<file path="src/rtl/cordic_arbiter_if.sv">
// Bus bundle for cordic_arbiter.
// Groups three sets of signals:
//   - the requester side: valid/ready handshake plus the packed mode and operand fields;
//   - the CORDIC datapath side: operands out to the pipe and results back from it;
//   - the response side: valid/ready handshake plus the result fields, and busy.
// Modports:
//   slave  - the arbiter's view of the bundle.
//   master - the environment's view: requesters, CORDIC pipe and response consumer together.
interface cordic_arbiter_if #(
    parameter int unsigned W    = 16,
    parameter int unsigned NREQ = 2
);
    localparam int unsigned IDW = (NREQ > 1) ? $clog2(NREQ) : 1;

    // Requester side, one lane per requester; operand lane i sits at [i*W +: W]
    logic [NREQ-1:0]   req_valid;
    logic [NREQ-1:0]   req_ready;
    logic [NREQ-1:0]   req_m;
    logic [NREQ-1:0]   req_rot_vec;
    logic [NREQ*W-1:0] req_x;
    logic [NREQ*W-1:0] req_y;
    logic [NREQ*W-1:0] req_z;

    // CORDIC datapath side
    logic              cor_m;
    logic              cor_rot_vec;
    logic [W-1:0]      cor_xin;
    logic [W-1:0]      cor_yin;
    logic [W-1:0]      cor_zin;
    logic [W-1:0]      cor_xout;
    logic [W-1:0]      cor_yout;
    logic [W-1:0]      cor_zout;

    // Response side
    logic              rsp_valid;
    logic              rsp_ready;
    logic [IDW-1:0]    rsp_id;
    logic [W-1:0]      rsp_x;
    logic [W-1:0]      rsp_y;
    logic [W-1:0]      rsp_z;
    logic              busy;

    modport slave (
        input  req_valid, req_m, req_rot_vec, req_x, req_y, req_z,
        output req_ready,
        output cor_m, cor_rot_vec, cor_xin, cor_yin, cor_zin,
        input  cor_xout, cor_yout, cor_zout,
        output rsp_valid, rsp_id, rsp_x, rsp_y, rsp_z, busy,
        input  rsp_ready
    );

    modport master (
        output req_valid, req_m, req_rot_vec, req_x, req_y, req_z,
        input  req_ready,
        input  cor_m, cor_rot_vec, cor_xin, cor_yin, cor_zin,
        output cor_xout, cor_yout, cor_zout,
        input  rsp_valid, rsp_id, rsp_x, rsp_y, rsp_z, busy,
        output rsp_ready
    );
endinterface

</file>
<file path="src/rtl/cordic_arbiter.sv">
// Shares one fully pipelined CORDIC datapath between NREQ requesters.
// Behaviour:
//   - Round-robin grants, at most one per cycle.
//   - A {valid, id} tag pipe runs alongside the CORDIC pipe, LAT stages deep.
//   - Finished results are collected in a DEPTH-entry FIFO.
//   - A credit counter bounds in-flight ops plus FIFO occupancy by DEPTH, so the FIFO
//     never overflows.
// Ports:
//   clk  - clock
//   rst  - synchronous reset, active high
//   bus  - slave modport of cordic_arbiter_if:
//            requester handshake and operands in, CORDIC operands out and results in,
//            response handshake and result out, busy out
module cordic_arbiter #(
    parameter int unsigned W     = 16,
    parameter int unsigned NREQ  = 2,
    parameter int unsigned LAT   = 8,
    parameter int unsigned DEPTH = 8
) (
    input  logic            clk,
    input  logic            rst,
    cordic_arbiter_if.slave bus
);
    localparam int unsigned IDW = (NREQ > 1) ? $clog2(NREQ) : 1;
    localparam int unsigned CW  = $clog2(DEPTH + 1);
    localparam int unsigned PW  = (DEPTH > 1) ? $clog2(DEPTH) : 1;

    // Arbitration and credits
    logic [IDW-1:0]  rr_ptr_q, rr_ptr_d;
    logic [CW-1:0]   cnt_q, cnt_d;
    logic            pop, issue_ok, grant_any;
    logic [NREQ-1:0] grant;
    logic [IDW-1:0]  gid, cand;

    // Tag pipe, stage LAT-1 lines up with cor_*out
    logic            tag_vld_q [LAT];
    logic [IDW-1:0]  tag_id_q  [LAT];

    // Result FIFO
    logic [IDW-1:0]  mem_id [DEPTH];
    logic [W-1:0]    mem_x  [DEPTH];
    logic [W-1:0]    mem_y  [DEPTH];
    logic [W-1:0]    mem_z  [DEPTH];
    logic [PW-1:0]   wr_ptr_q, wr_ptr_d, rd_ptr_q, rd_ptr_d;
    logic [CW-1:0]   fill_q, fill_d;
    logic            push, rsp_valid;

    function automatic logic [PW-1:0] ptr_inc(input logic [PW-1:0] p);
        return (p == PW'(DEPTH - 1)) ? '0 : p + 1'b1;
    endfunction

    assign rsp_valid = (fill_q != '0);
    assign pop       = rsp_valid & bus.rsp_ready;
    assign push      = tag_vld_q[LAT-1];

    // A pop this cycle frees a credit, so a full counter can still issue alongside it
    assign issue_ok  = ({1'b0, cnt_q} - {{CW{1'b0}}, pop}) < (CW+1)'(DEPTH);

    // Round-robin search starting just after the last winner
    always_comb begin
        grant     = '0;
        gid       = '0;
        grant_any = 1'b0;
        cand      = '0;
        if (issue_ok) begin
            for (int unsigned k = 1; k <= NREQ; k++) begin
                cand = IDW'((32'(rr_ptr_q) + k) % NREQ);
                if (!grant_any && bus.req_valid[cand]) begin
                    grant_any = 1'b1;
                    gid       = cand;
                end
            end
        end
        if (grant_any) begin
            grant[gid] = 1'b1;
        end
    end

    assign bus.req_ready = grant;
    assign rr_ptr_d      = grant_any ? gid : rr_ptr_q;
    assign cnt_d         = cnt_q + CW'(grant_any) - CW'(pop);

    // Operand mux; all zero when nothing is granted
    always_comb begin
        bus.cor_m       = 1'b0;
        bus.cor_rot_vec = 1'b0;
        bus.cor_xin     = '0;
        bus.cor_yin     = '0;
        bus.cor_zin     = '0;
        for (int i = 0; i < NREQ; i++) begin
            if (grant[i]) begin
                bus.cor_m       = bus.req_m[i];
                bus.cor_rot_vec = bus.req_rot_vec[i];
                bus.cor_xin     = bus.req_x[i*W +: W];
                bus.cor_yin     = bus.req_y[i*W +: W];
                bus.cor_zin     = bus.req_z[i*W +: W];
            end
        end
    end

    assign wr_ptr_d = push ? ptr_inc(wr_ptr_q) : wr_ptr_q;
    assign rd_ptr_d = pop  ? ptr_inc(rd_ptr_q) : rd_ptr_q;
    assign fill_d   = fill_q + CW'(push) - CW'(pop);

    always_ff @(posedge clk) begin
        if (rst) begin
            rr_ptr_q <= IDW'(NREQ - 1);
            cnt_q    <= '0;
            fill_q   <= '0;
            wr_ptr_q <= '0;
            rd_ptr_q <= '0;
            for (int i = 0; i < LAT; i++) begin
                tag_vld_q[i] <= 1'b0;
                tag_id_q[i]  <= '0;
            end
        end else begin
            rr_ptr_q     <= rr_ptr_d;
            cnt_q        <= cnt_d;
            fill_q       <= fill_d;
            wr_ptr_q     <= wr_ptr_d;
            rd_ptr_q     <= rd_ptr_d;
            tag_vld_q[0] <= grant_any;
            tag_id_q[0]  <= gid;
            for (int i = 1; i < LAT; i++) begin
                tag_vld_q[i] <= tag_vld_q[i-1];
                tag_id_q[i]  <= tag_id_q[i-1];
            end
        end
    end

    // Storage needs no reset; fill_q alone decides what is valid
    always_ff @(posedge clk) begin
        if (push) begin
            mem_id[wr_ptr_q] <= tag_id_q[LAT-1];
            mem_x[wr_ptr_q]  <= bus.cor_xout;
            mem_y[wr_ptr_q]  <= bus.cor_yout;
            mem_z[wr_ptr_q]  <= bus.cor_zout;
        end
    end

    // Credits should make an overflowing push impossible
    always_ff @(posedge clk) begin
        if (!rst) begin
            assert (!(push && (fill_q == CW'(DEPTH))));
        end
    end

    assign bus.rsp_valid = rsp_valid;
    assign bus.rsp_id    = mem_id[rd_ptr_q];
    assign bus.rsp_x     = mem_x[rd_ptr_q];
    assign bus.rsp_y     = mem_y[rd_ptr_q];
    assign bus.rsp_z     = mem_z[rd_ptr_q];
    assign bus.busy      = (cnt_q != '0);
endmodule

</file>
<file path="src/flat_wrapper.sv">
// flat-port wrapper written by rule: the top's interface ports become plain ports
module cordic_arbiter_flat 
#(
    parameter int unsigned W     = 16,
    parameter int unsigned NREQ  = 2,
    parameter int unsigned LAT   = 8,
    parameter int unsigned DEPTH = 8
)
  (clk, rst, bus_req_valid, bus_req_m, bus_req_rot_vec, bus_req_x, bus_req_y, bus_req_z, bus_req_ready, bus_cor_m, bus_cor_rot_vec, bus_cor_xin, bus_cor_yin, bus_cor_zin, bus_cor_xout, bus_cor_yout, bus_cor_zout, bus_rsp_valid, bus_rsp_id, bus_rsp_x, bus_rsp_y, bus_rsp_z, bus_busy, bus_rsp_ready);
  cordic_arbiter_if #(.W(W), .NREQ(NREQ)) bus_i ();
  input  logic clk;
  input  logic rst;
  input wire logic [$bits(bus_i.req_valid)-1:0] bus_req_valid;
  input wire logic [$bits(bus_i.req_m)-1:0] bus_req_m;
  input wire logic [$bits(bus_i.req_rot_vec)-1:0] bus_req_rot_vec;
  input wire logic [$bits(bus_i.req_x)-1:0] bus_req_x;
  input wire logic [$bits(bus_i.req_y)-1:0] bus_req_y;
  input wire logic [$bits(bus_i.req_z)-1:0] bus_req_z;
  output wire logic [$bits(bus_i.req_ready)-1:0] bus_req_ready;
  output wire logic [$bits(bus_i.cor_m)-1:0] bus_cor_m;
  output wire logic [$bits(bus_i.cor_rot_vec)-1:0] bus_cor_rot_vec;
  output wire logic [$bits(bus_i.cor_xin)-1:0] bus_cor_xin;
  output wire logic [$bits(bus_i.cor_yin)-1:0] bus_cor_yin;
  output wire logic [$bits(bus_i.cor_zin)-1:0] bus_cor_zin;
  input wire logic [$bits(bus_i.cor_xout)-1:0] bus_cor_xout;
  input wire logic [$bits(bus_i.cor_yout)-1:0] bus_cor_yout;
  input wire logic [$bits(bus_i.cor_zout)-1:0] bus_cor_zout;
  output wire logic [$bits(bus_i.rsp_valid)-1:0] bus_rsp_valid;
  output wire logic [$bits(bus_i.rsp_id)-1:0] bus_rsp_id;
  output wire logic [$bits(bus_i.rsp_x)-1:0] bus_rsp_x;
  output wire logic [$bits(bus_i.rsp_y)-1:0] bus_rsp_y;
  output wire logic [$bits(bus_i.rsp_z)-1:0] bus_rsp_z;
  output wire logic [$bits(bus_i.busy)-1:0] bus_busy;
  input wire logic [$bits(bus_i.rsp_ready)-1:0] bus_rsp_ready;
  assign bus_i.req_valid = bus_req_valid;
  assign bus_i.req_m = bus_req_m;
  assign bus_i.req_rot_vec = bus_req_rot_vec;
  assign bus_i.req_x = bus_req_x;
  assign bus_i.req_y = bus_req_y;
  assign bus_i.req_z = bus_req_z;
  assign bus_req_ready = bus_i.req_ready;
  assign bus_cor_m = bus_i.cor_m;
  assign bus_cor_rot_vec = bus_i.cor_rot_vec;
  assign bus_cor_xin = bus_i.cor_xin;
  assign bus_cor_yin = bus_i.cor_yin;
  assign bus_cor_zin = bus_i.cor_zin;
  assign bus_i.cor_xout = bus_cor_xout;
  assign bus_i.cor_yout = bus_cor_yout;
  assign bus_i.cor_zout = bus_cor_zout;
  assign bus_rsp_valid = bus_i.rsp_valid;
  assign bus_rsp_id = bus_i.rsp_id;
  assign bus_rsp_x = bus_i.rsp_x;
  assign bus_rsp_y = bus_i.rsp_y;
  assign bus_rsp_z = bus_i.rsp_z;
  assign bus_busy = bus_i.busy;
  assign bus_i.rsp_ready = bus_rsp_ready;
  cordic_arbiter #(.W(W), .NREQ(NREQ), .LAT(LAT), .DEPTH(DEPTH)) u_core (.clk(clk), .rst(rst), .bus(bus_i));
endmodule
</file>
<file path="config.mk">
export PLATFORM = sky130hd
export DESIGN_NAME = cordic_arbiter_flat
export DESIGN_NICKNAME = d
export VERILOG_FILES = /design/src/rtl/cordic_arbiter_if.sv /design/src/rtl/cordic_arbiter.sv /design/src/flat_wrapper.sv
export SDC_FILE = /design/constraint.sdc
export NUM_CORES = 1
export LEC_CHECK = 0
export CAP_MARGIN = 20
export CORE_MARGIN = 4
export CORE_UTILIZATION = 40
export CTS_CLUSTER_DIAMETER = 120
export DETAILED_ROUTE_END_ITERATION = 10
export HOLD_SLACK_MARGIN = 0.1
export PLACE_DENSITY = 0.72
export SYNTH_ARGS = -nofsm -noshare
export SYNTH_HDL_FRONTEND = slang
export SYNTH_SLANG_ARGS = --single-unit
</file>
<file path="constraint.sdc">
create_clock -name clk -period 5.4 [get_ports clk]
set_input_delay 1.35 -clock clk [delete_from_list [all_inputs] [get_ports clk]]
set_output_delay 1.35 -clock clk [all_outputs]
set_load 0.05 [all_outputs]
</file>
==> results by group <==
Timing
  – Final Hold Fails: 0
  – Worst slew pin tran: 1.02 ns
  – Relative slew slack: 0.316
  – F_max: 195 MHz
  – Period utilization: 0.949
  – Slew Limit Fails: 0
  – Final Critical Period: 5.12 ns
  – Final WS setup: 0.277 ns
  – Setup TNS Final: 0 ns
  – Final setup violation count: 0
  – Skew final: 0.0181 ns
  – RSZ-0062 raised after global routing: no

Drt
  – Antenna Nets Post-Route: 0
  – Vias: 9188
  – Vias per inst: 5.31
  – Per-cell routed wire length: 21.9 µm
  – Total Wirelength: 38000 µm
  – First-pass DRT Iterations: 4
  – DR iter-0 viols: 725
  – DRC viols: 0

Status
  – Status: complete, no violations

Synth
  – Synth Area in Simple Gates: 0.0451
  – Synthesized-area fraction occupied by adder cells: 0.0149
  – Cell taking the most area after synthesis: edfxtp_1
  – Mux cell area share after synthesis: 0.164
  – Synth top area share: 0.695
  – Netlist Area Pre-Place: 16900 µm²
  – Most numerous cell in the Yosys netlist: edfxtp_1
  – Commonest cells post-synth: 392 x edfxtp_1, 98 x mux4_2, 59 x nand2_1, 56 x a21oi_1, 52 x nand3_1
  – Synth unique cells: 33
  – Post-synthesis sequential area ratio: 0.735
  – Synth warn: 0
  – Async set or reset register ratio after synthesis: 0
  – Compound-Gate Fraction of Synth Area: 0.0193
  – Synth area leaders: edfxtp_1 69%, mux4_2 13%, dfxtp_1 4.0%
  – Ys flop type: edfxtp_1
  – Synth Register Bits: 426
  – Syn Nets: 1064
  – Main combinational cell family by area after synthesis: multiplexers
  – Post-synth EDFFs: 392
  – Synth Area per Inst: 19.0 µm²
  – XOR/XNOR Fraction of Synth Area: 0.00207
  – Syn Inst Count: 892

Power
  – Leak: 7.15 nW
  – Max VDD drop: 0.000395 V
  – Clock group share of total power: 0.274
  – P_sw: 3.23 mW
  – Combinational share of power: 0.354
  – Overall Power: 10.1 mW
  – Int Pwr: 6.85 mW
  – Share of power burned in registers: 0.372
  – PD cells: 457 nW/µm²
  – Net Sw Frac: 0.321

Floorplanning
  – Starting Density: 0.404
  – DIE AREA: 45700 µm²
  – Die Height: 214 µm
  – Core area: 41900 µm²
  – # rows: 75
  – I/O pin cnt: 256
  – Die X: 214 µm

Cells and area
  – Non-Filler Instances: 1731
  – Sequential cell area: 12500 µm²
  – Post-route cell area: 22100 µm²
  – Fill count: 3256
  – Layout area overhead: 30.2%
  – Fraction of layout cells with a size suffix above 1: 0.247
  – Area of the multi-input gates: 4210 µm²
  – Final-stage net count: 1332
  – Diode count: 0

Worst setup path
  – Reg2reg start: u_core.fill_q[2]
  – CP Capture Point: bus_cor_yin[3]
  – Crit end category: output pin
  – Startpoint types: primary input
  – FF-to-FF path depth: 16
  – CP Class: primary input to output pin
  – Arrival @ worst endpoint: 3.77 ns
  – Worst Path Required: 4.05 ns
  – Crit path launch: bus_rsp_ready
  – Reg2reg setup slack: 1.84 ns
  – Reg2reg end: u_core.cnt_q[2]
  – Crit path max fanout: 38

Clocking
  – Root buf cell: clkbuf_16
  – Clock Latency Late Sink: 0.54 ns
  – Hold buffer count at CTS: 0
  – Clock sink count: 426
  – Clock tree buffer depth: 3
  – CTS tree: yes
  – Post-CTS Repair Setup Buffers: 0
  – CTS H-tree depth: 2
  – CTS buffer count: 42
  – Clock Pin Slew Worst Setup and Hold Paths: 0.06 ns
  – Post-CTS Resized: 0

GRT
  – GRT Util Overall: 0.164
  – Vias in the first global route: 10037
  – GRT overflow: 0
  – Initial antenna violation count: 1
  – First-pass GRT wire length: 57200 µm
  – Largest net degree at the start of global routing: 52

Place
  – Detailed Place HPWL: 23400 µm
  – Placed Cells: 1654
  – Port bufs: 255
  – GPL Wtd Cong: 0.868
  – Area of placed instances: 20700 µm²
  – Pre-CTS WS: 0.287 ns

Run
  – Max-Cap Viols: 0

Hold path
  – Worst hold path class: flip-flop to flip-flop
## through the flow
| stage | hold slack (ns) | utilization |
|---|---|---|
| 2_1_floorplan | 0.414 | - |
| 3_3_place_gp | 0.416 | 0.494 |
| 3_5_place_dp | 0.421 | 0.494 |
| 4_1_cts | 0.437 | 0.525 |
| 5_1_grt | 0.448 | 0.526 |
| 6_report | 0.435 | 0.526 |
## cells by family after synthesis
family                     count (synthesis)
and+or+nand+nor                          163
AOI/OAI and AO/OA                         62
xor gates and xnor gates                   4
adders and majority gates                 19
muxes                                    149
buffers and inverters                     69
DFF                                      426
## layer usage
metal | wire length [µm] | part of all wire | vias to the layer above | track usage
met1 | 15000 | 0.40 | 4681 | 0.203
met2 | 19300 | 0.51 | 370 | 0.290
met5 | 13 | 0.00034 | - | 0
met3 | 2580 | 0.068 | 46 | 0.0380
li1 | - | - | 4089 | -
met4 | 1030 | 0.027 | 2 | 0.0516
## sequential cells by signal, summed over array words and instances, names as in the netlist, named ones only
register          cells
u_core.tag_vld_q      8
u_core.mem_id         8
u_core.cnt_q          4
u_core.rd_ptr_q       3
u_core.tag_id_q       8
u_core.fill_q         4
u_core.mem_y        128
u_core.mem_z        128
u_core.rr_ptr_q       1
u_core.mem_x        128
u_core.wr_ptr_q       3
## layout by cell type (no fill, tap or decap), types with 3 or more instances in the layout
master,instances
clkbuf_1,9
bufinv_16,3
nor2b_1,17
clkbuf_16,42
mux4_2,98
nor3_1,3
nor2_4,6
clkinv_1,6
dfxtp_1,31
ha_1,17
buf_4,14
clkdlybuf4s50_1,203
inv_6,3
nor2_1,12
inv_1,16
nand3_1,52
buf_12,59
a21oi_1,56
clkinv_2,9
mux2_2,49
nand2b_1,5
edfxtp_1,392
nand2_1,59
## power by group through the flow
stage / clock network (mW) / registers [mW] / logic [mW]
after global placement: 0 / 3.83 / 3.56
after CTS: 2.84 / 3.76 / 3.61
final: 2.76 / 3.75 / 3.57
after floorplan: 0 / 3.73 / 2.23
after global routing: 2.98 / 3.77 / 3.77
after detailed placement: 0 / 3.83 / 3.60
## how the worst min path moves through the flow
stage,start,endpoint,slack (ns),depth (start not counted)
floorplan,u_core.tag_id_q[0][0],u_core.tag_id_q[0][1],0.41,1
global placement,u_core.tag_vld_q[1][1],u_core.tag_vld_q[1][2],0.42,1
detailed placement,u_core.tag_id_q[0][0],u_core.tag_id_q[0][1],0.42,1
CTS,u_core.tag_id_q[0][3],u_core.tag_id_q[1][0],0.44,1
global route,u_core.tag_id_q[0][0],u_core.tag_id_q[0][1],0.45,1
finish,u_core.tag_vld_q[1][2],u_core.tag_vld_q[1][3],0.44,1
## cell type report
| class | instances | area share |
|---|---|---|
| well taps | 539 | 0.0306 |
| flip-flops and latches | 426 | 0.565 |
| clock inverters | 25 | 0.0102 |
| inverters | 16 | 0.00272 |
| repair buffers | 277 | 0.152 |
| multi-input cells | 397 | 0.191 |
| clock buffers | 51 | 0.0492 |
## critical path: stages
cell and delay [ns]:
clkdlybuf4s50_1 0.51, nand2_1 0.13, inv_1 0.14, ha_1 0.18, nor2b_1 0.06, o21ai_0 0.23, nand2_1 0.39, buf_12 0.31
a21oi_1 0.26, buf_12 0.18
Power figures use the tool's default switching activity.
